### src/rtl/quant_scheduler.sv
// Arbitrates Y/Cb/Cr block-ready requests onto one shared quantizer,
// with a completion watchdog and a registered output handshake.
module quant_scheduler #(
  parameter int TIMEOUT = 32,
  parameter int CNT_W   = 16
) (
  input  logic             clk,
  input  logic             rst_n,
  input  logic             clr,
  input  logic             mode,
  input  logic [2:0]       req,
  output logic [2:0]       gnt,
  output logic             q_start,
  output logic [1:0]       q_sel,
  output logic             q_luma,
  input  logic             q_done,
  output logic             out_valid,
  output logic [1:0]       out_ch,
  input  logic             out_ready,
  output logic [CNT_W-1:0] blk_cnt,
  output logic             err,
  output logic [1:0]       err_ch
);

  typedef enum logic [1:0] {
    IDLE,
    START,
    BUSY,
    HOLD
  } state_t;

  localparam int WD_W = $clog2(TIMEOUT + 1);

  state_t          state;
  logic [WD_W-1:0] wd;
  logic [1:0]      rr_last;
  logic [2:0]      mcu_pos;

  logic       found;
  logic [1:0] win;
  logic [1:0] mcu_ch;
  logic [1:0] c1, c2, c3;

  function automatic logic [1:0] nxt(input logic [1:0] c);
    return (c >= 2'd2) ? 2'd0 : c + 2'd1;
  endfunction

  assign q_luma = (q_sel == 2'd0);

  always_comb begin
    found  = 1'b0;
    win    = 2'd0;
    c1     = nxt(rr_last);
    c2     = nxt(c1);
    c3     = nxt(c2);
    mcu_ch = (mcu_pos == 3'd4) ? 2'd1 :
             (mcu_pos == 3'd5) ? 2'd2 : 2'd0;
    if (mode) begin
      found = req[mcu_ch];
      win   = mcu_ch;
    end else if (req[c1]) begin
      found = 1'b1;
      win   = c1;
    end else if (req[c2]) begin
      found = 1'b1;
      win   = c2;
    end else if (req[c3]) begin
      found = 1'b1;
      win   = c3;
    end
  end

  always_ff @(posedge clk or negedge rst_n) begin
    if (!rst_n) begin
      state     <= IDLE;
      gnt       <= 3'd0;
      q_start   <= 1'b0;
      q_sel     <= 2'd0;
      out_valid <= 1'b0;
      out_ch    <= 2'd0;
      blk_cnt   <= '0;
      err       <= 1'b0;
      err_ch    <= 2'd0;
      wd        <= '0;
      mcu_pos   <= 3'd0;
      rr_last   <= 2'd2;
    end else if (clr) begin
      state     <= IDLE;
      gnt       <= 3'd0;
      q_start   <= 1'b0;
      out_valid <= 1'b0;
      blk_cnt   <= '0;
      err       <= 1'b0;
      err_ch    <= 2'd0;
      wd        <= '0;
      mcu_pos   <= 3'd0;
      rr_last   <= 2'd0;
    end else begin
      unique case (state)
        IDLE: begin
          if (found) begin
            q_sel   <= win;
            gnt     <= 3'b001 << win;
            q_start <= 1'b1;
            rr_last <= win;
            if (mode)
              mcu_pos <= (mcu_pos == 3'd5) ? 3'd0 : mcu_pos + 3'd1;
            state   <= START;
          end
        end
        START: begin
          gnt     <= 3'd0;
          q_start <= 1'b0;
          wd      <= '0;
          state   <= BUSY;
        end
        BUSY: begin
          // a completion in the final watchdog cycle still counts
          if (q_done) begin
            out_valid <= 1'b1;
            out_ch    <= q_sel;
            state     <= HOLD;
          end else if (wd == WD_W'(TIMEOUT - 1)) begin
            err    <= 1'b1;
            err_ch <= q_sel;
            state  <= IDLE;
          end else begin
            wd <= wd + 1'b1;
          end
        end
        HOLD: begin
          if (out_ready) begin
            out_valid <= 1'b0;
            blk_cnt   <= blk_cnt + 1'b1;
            state     <= IDLE;
          end
        end
        default: state <= IDLE;
      endcase
    end
  end

endmodule

### config.mk
export PLATFORM = sky130hd
export DESIGN_NAME = quant_scheduler
export DESIGN_NICKNAME = d
export VERILOG_FILES = /design/src/rtl/quant_scheduler.sv
export SDC_FILE = /design/constraint.sdc
export NUM_CORES = 1
export LEC_CHECK = 0
export ABC_AREA = 1
export ABC_CLOCK_PERIOD_IN_PS = 1350
export BUFFER_PORTS_ARGS = -buffer_cell sky130_fd_sc_hd__buf_2
export CAP_MARGIN = 0
export CORE_MARGIN = 2
export CORE_UTILIZATION = 50
export DETAILED_ROUTE_END_ITERATION = 10
export PLACE_DENSITY = 0.79
export SYNTH_ARGS = -nofsm -noshare
export SYNTH_HDL_FRONTEND = slang
export SYNTH_SLANG_ARGS = --single-unit
### constraint.sdc
create_clock -name clk -period 1.35 [get_ports clk]
set_input_delay 0.135 -clock clk [delete_from_list [all_inputs] [get_ports clk]]
set_output_delay 0.135 -clock clk [all_outputs]
set_load 0.005 [all_outputs]
== Word-level counts from Yosys, hierarchy flattened ==
Index checks and enable logic that the tools add are counted.

* Bits of input ports: 9
* Output and inout port bits: 29
* Word-level logic and storage cells: 122
* Register bits after elaboration: 41

* Magnitude comparators: 7
* Add/subtract/negate cells: 6
* Muxes and demuxes: 60
* Bitwise operators: 1
* Equality and inequality tests: 13
* Shifts and indexed selects: 1
* Reductions and logical operators: 22

{| class="wikitable"
|+ Operators with widths
! operator !! count
|-
| $mux W16 || 3
|-
| $mux W2 || 21
|-
| $mux W3 || 7
|-
| $reduce_and A3 Y1 || 7
|-
| $mux W6 || 3
|-
| $mux W1 || 17
|-
| $add A16 B1 Y16 const B || 1
|-
| $ne A3 B3 Y1 const B || 5
|-
| $reduce_bool A2 Y1 || 7
|-
| $lt A2 B3 Y1 const B || 4
|-
| $pmux W6 S2 || 1
|-
| $reduce_bool A3 Y1 || 3
|-
| $bmux W1 S2 || 4
|-
| $pmux W2 S4 || 1
|-
| $add A2 B1 Y2 const B || 3
|-
| $add A6 B1 Y6 const B || 1
|-
| $eq A3 B3 Y1 const B || 2
|-
| $eq A6 B5 Y1 const B || 1
|-
| $ge A2 B2 Y1 const B || 3
|-
| $pmux W3 S2 || 1
|-
| $reduce_and A2 Y1 || 3
|-
| $eq A2 B2 Y1 const B || 2
|-
| $logic_not A2 Y1 || 2
|-
| $ne A4 B4 Y1 const B || 1
|-
| 6 further kinds || 7
|}

== Logic depth before layout (Yosys ltp) ==
* Word-level depth: 16
* Mapped depth: 11
* Mapped depth without buffers: 11

== Worst setup path before layout ==
No wires, ideal clock.

* Kind: flip-flop to flip-flop
* Start: reg wd[0]
* End: reg err_ch[0]
* Cell stages (with the launch flop): 9
* Slack: -94 ps
* Required time: 1224 ps
* Buffers on the path: 0
* Period minus slack after synthesis: 1444 ps
* Arrival time: 1318 ps
* Setup time: 126 ps
* Cells stage by stage: dfrtp_1 > ha_1 > nand3_1 > nor3_1 > inv_1 > nor3_1 > nor2_1 > nand2_1 > o21ai_0

* Cells in the longest elaborated chain, start to end: 3

{| class="wikitable"
|+ RTL lines
! element !! RTL line !! RTL
|-
| start: declaration || 35 || <nowiki>logic [WD_W-1:0] wd;</nowiki>
|-
| start signal: assignment || 128 || <nowiki>wd <= wd + 1'b1;</nowiki>
|-
| $eq A6 B5 Y1 || 123 || <nowiki>end else if (wd == WD_W'(TIMEOUT - 1)) begin</nowiki>
|-
| $reduce_bool A2 Y1 (no source line) || -- ||
|-
| $reduce_and A3 Y1 (no source line) || -- ||
|-
| end signal: assignment || 125 || <nowiki>err_ch <= q_sel;</nowiki>
|-
| end: declaration || 22 || <nowiki>output logic [1:0] err_ch</nowiki>
|}

Every way passes these cells.
A chain may end at the register's enable or synchronous reset.

== Worst setup path in the final report ==
* Start: reg rr_last[1]
* End: reg mcu_pos[0]

* Cells in the longest elaborated chain, start to end: 14
* Elaborated cells on any way between the ends: 21
* Classes of those cells: add/sub (3); order compare (3); mux (13); reduce/logical (2)

{| class="wikitable"
|+ RTL lines
! element !! RTL line !! RTL
|-
| start: declaration || 36 || <nowiki>logic [1:0] rr_last;</nowiki>
|-
| start signal: assignment || 105 || <nowiki>rr_last <= win;</nowiki>
|-
| $add A2 B1 Y2 / $ge A2 B2 Y1 (equally long branches) || 45 || <nowiki>return (c >= 2'd2) ? 2'd0 : c + 2'd1;</nowiki>
|-
| $mux W2 (*) || 45 ||
|-
| $add A2 B1 Y2 / $ge A2 B2 Y1 (equally long branches) || 45 ||
|-
| $mux W2 || 45 ||
|-
| $add A2 B1 Y2 / $ge A2 B2 Y1 (equally long branches) || 45 ||
|-
| $mux W2 || 45 ||
|-
| $bmux W1 S2 || 67 || <nowiki>end else if (req[c3]) begin</nowiki>
|-
| $mux W1 (implied by the code) || 67 ||
|-
| $mux W1 || 67 ||
|-
| $mux W1 || 64 || <nowiki>end else if (req[c2]) begin</nowiki>
|-
| $mux W1 (*) || 61 || <nowiki>end else if (req[c1]) begin</nowiki>
|-
| $mux W1 (*) || 58 || <nowiki>if (mode) begin</nowiki>
|-
| $reduce_bool A2 Y1 (no source line) (*) || -- ||
|-
| $reduce_and A3 Y1 (no source line) (*) || -- ||
|-
| end signal: assignment || 107 || <nowiki>mcu_pos <= (mcu_pos == 3'd5) ? 3'd0 : mcu_pos + 3'd1;</nowiki>
|-
| end: declaration || 37 || <nowiki>logic [2:0] mcu_pos;</nowiki>
|}

Mark *: on every way between the ends. The rest lies on a longest branch, timed or not. The select of a mux whose other input is x is not followed.

==> results.json <==
{
  "viasPerCell": 5.37,
  "synth_fp_nets": 312,
  "dp_hpwl_um": 3990,
  "routedWlPerCell_um": 14.7,
  "hold-worst-slack_ns": 0.196,
  "hold_path_class": "in -> reg",
  "overflow": 0,
  "htree_levels": 2,
  "cts.path.max_buffers": 2,
  "grt_pass1_wl_um": 9460,
  "setup_violations": 29,
  "clk_pin_slew_ns": 0.08,
  "yosys_warnings": 0,
  "p_per_area_nw_per_um2": 1350,
  "tns_ns": -4.87,
  "cts_root_buffer": "clkbuf_8",
  "syn2layout_area_growth_pct": 44.5,
  "syn_area_sq_um": 2260,
  "synth_top_cell_by_area": "dfrtp_1",
  "slew_headroom": 0.775,
  "grt.total_usage": 0.238,
  "vias": 2406,
  "synth_top_cells_by_area": "dfrtp_1, nand2_1, inv_1",
  "violations": "negative setup slack",
  "die_y_um": 71.2,
  "grt_setup_unrepaired": "true",
  "worst_pin_slew_ns": 0.334,
  "antenna_found_initial": 0,
  "fin_area_sq_um": 3270,
  "period_needed_ns": 1.72,
  "dr.pass1.iters": 4,
  "clock-sinks": 41,
  "drive_gt1_frac": 0.407,
  "grt_pass1_vias": 2148,
  "start_util": 0.519,
  "yosysSeqAreaShare": 0.455,
  "yosysUniqueCellTypes": 30,
  "cts_tree": "done",
  "cp.required_ns": 1.57,
  "grt_max_degree": 42,
  "gp_congestion": 0.849,
  "power.total_w": 0.00442,
  "end_kind": "flop",
  "place_area_sq_um": 2770,
  "ant_nets": 0,
  "ys_seq_elements": 41,
  "io_buffers": 37,
  "critical_path.startpoint_type": "flop",
  "clock_latency_ns": 0.30,
  "cts_made_buffers": 5,
  "ios": 38,
  "hold_violations": 0,
  "diodes": 0,
  "fp-row-count": 24,
  "die_area_sq_um": 5070,
  "core_sq_um": 4350,
  "slew_viol_final": 0,
  "die_w_um": 71.2,
  "maxCapViolCount": 0,
  "drc": 0,
  "cp_max_fo": 6,
  "arrival_ns": 1.94,
  "fin_crit_sh": 1.28,
  "skew_ns": 0.0101,
  "drt_iter0_drc": 192,
  "worstSetupPathType": "reg -> reg",
  "fin_ws_ns": -0.372,
  "avgSynthCellArea_sq_um": 7.51,
  "ir_drop_mv": 0.956,
  "synth_cells": 301,
  "p_leak_nw": 1.66,
  "fmax_ghz": 0.581,
  "dp_slack_ns": -0.190,
  "final_nets": 406,
  "drt_wl_total_um": 6570,
  "status": "complete, but fails checks",
  "yosysTopAreaCellShare": 0.443
}
-- sequential cells by signal (all words and copies together) (netlist names), 2 cells and up --
signal and flops:
blk_cnt 16, wd 6, gnt 3, mcu_pos 3, err_ch 2, out_ch 2, q_sel 2, rr_last 2
state 2
-- worst max-delay path, stage by stage, from the launching register on --
cell	delay, ns
dfstp_2	0.60
inv_2	0.08
nand3_2	0.07
nand3_2	0.10
nor2_2	0.15
nand2_1	0.09
nand2_2	0.12
nand2_1	0.09
nand2_2	0.14
nand2_1	0.08
o21ai_1	0.11
-- stage by stage --
step	utilization	cells
floorplan	-	301
global placement	0.636	419
detailed placement	0.636	419
CTS	0.697	438
global route	0.750	448
finish	0.750	448
-- cells in the final DEF (no fill, tap or decap), types with 2 or more instances in the layout --
| cell type | n |
|---|---|
| a21oi_2 | 6 |
| buf_2 | 37 |
| o21ai_1 | 12 |
| dfrtp_1 | 40 |
| nand4_1 | 9 |
| clkbuf_8 | 6 |
| nand2_2 | 8 |
| nand3b_1 | 3 |
| nand3_4 | 2 |
| inv_1 | 29 |
| nand2_1 | 77 |
| nor2_1 | 22 |
| a21oi_1 | 10 |
| o21ai_0 | 9 |
| buf_6 | 7 |
| xor2_1 | 2 |
| o21a_1 | 4 |
| nand2_4 | 2 |
| nor2_2 | 9 |
| nor3_4 | 4 |
| inv_2 | 5 |
| nand3_2 | 11 |
| o21ai_2 | 4 |
| nor2_4 | 6 |
| nand3_1 | 8 |
| buf_4 | 45 |
| nor3_1 | 5 |
| inv_4 | 3 |
-- final timing paths --
path	from	end	slack, ns	depth (start not counted)
max	rr_last[1]	mcu_pos[0]	-0.37	10
min reg2reg	q_start	q_start	0.48	2
max reg2reg	rr_last[1]	mcu_pos[0]	-0.37	10
min	out_ready	state[0]	0.20	3
min in group asynchronous	rst_n	err_ch[1]	0.32	3
max in group asynchronous	rst_n	rr_last[1]	0.75	3
-- power by group --
part	switching [W]	internal [W]	leakage (nW)	total, W
Combinational	0.000936	0.000797	1.04	0.00173
Sequential	0.000214	0.00143	0.555	0.00165
Clock	0.000439	0.000603	0.0585	0.00104
Total	0.00159	0.00283	1.66	0.00442
-- layout make-up --
cell class / count / area (sq um)
clock buffer: 7 / 86.3
inverter: 37 / 146
timing repair buffer: 91 / 632
multi-input combinational: 219 / 1280
fill: 298 / 1090
clock inverter: 1 / 30.0
sequential: 41 / 1030
tap: 52 / 65.1
-- per-layer routing --
layer	track usage	vias to the layer above	part of all wire	wire, um
li1	-	1172	-	-
met1	0.295	1134	0.40	2630
met2	0.408	81	0.52	3390
met3	0.0450	19	0.062	406
met4	0.0985	0	0.022	146
met5	0	-	0	0
-- Yosys cell counts --
cell       n
nand3b_1   3
nor2_4     2
nor3_2     1
nor2_2     3
nor3_4     1
nor2_1    32
inv_4      1
o21ai_0   23
nand2_2    7
buf_6      1
and2_1     1
nand2_1   80
a31oi_1    1
nand3_2    2
ha_1       2
o21bai_1   1
xor2_1     2
a21oi_1   15
nand4_1    9
inv_1     33
or2_2      1
a21oi_2    1
nor3_1     7
o21a_1     4
o21ai_1    2
dfstp_2    1
dfrtp_1   40
clkbuf_1   3
inv_2      3
nand3_1   19
-- kinds of logic after synthesis --
| group | share of synthesized area |
|---|---|
| simple gates | 0.342 |
| compound gates | 0.112 |
| buf+inv | 0.0725 |
| flops | 0.455 |
| xor+xnor | 0.00775 |
| fa+ha+maj | 0.0111 |
-- repair_timing --
item                                    in CTS  in global routing
gates resized for setup                     17                 50
pin swaps                                    7                 28
setup buffers                               11                 13
hold endpoints to repair                    40                  0
endpoints found under the setup margin      25                 34
hold buffers                                 1                  0
Note: power is estimated with default switching activity, not from simulation.
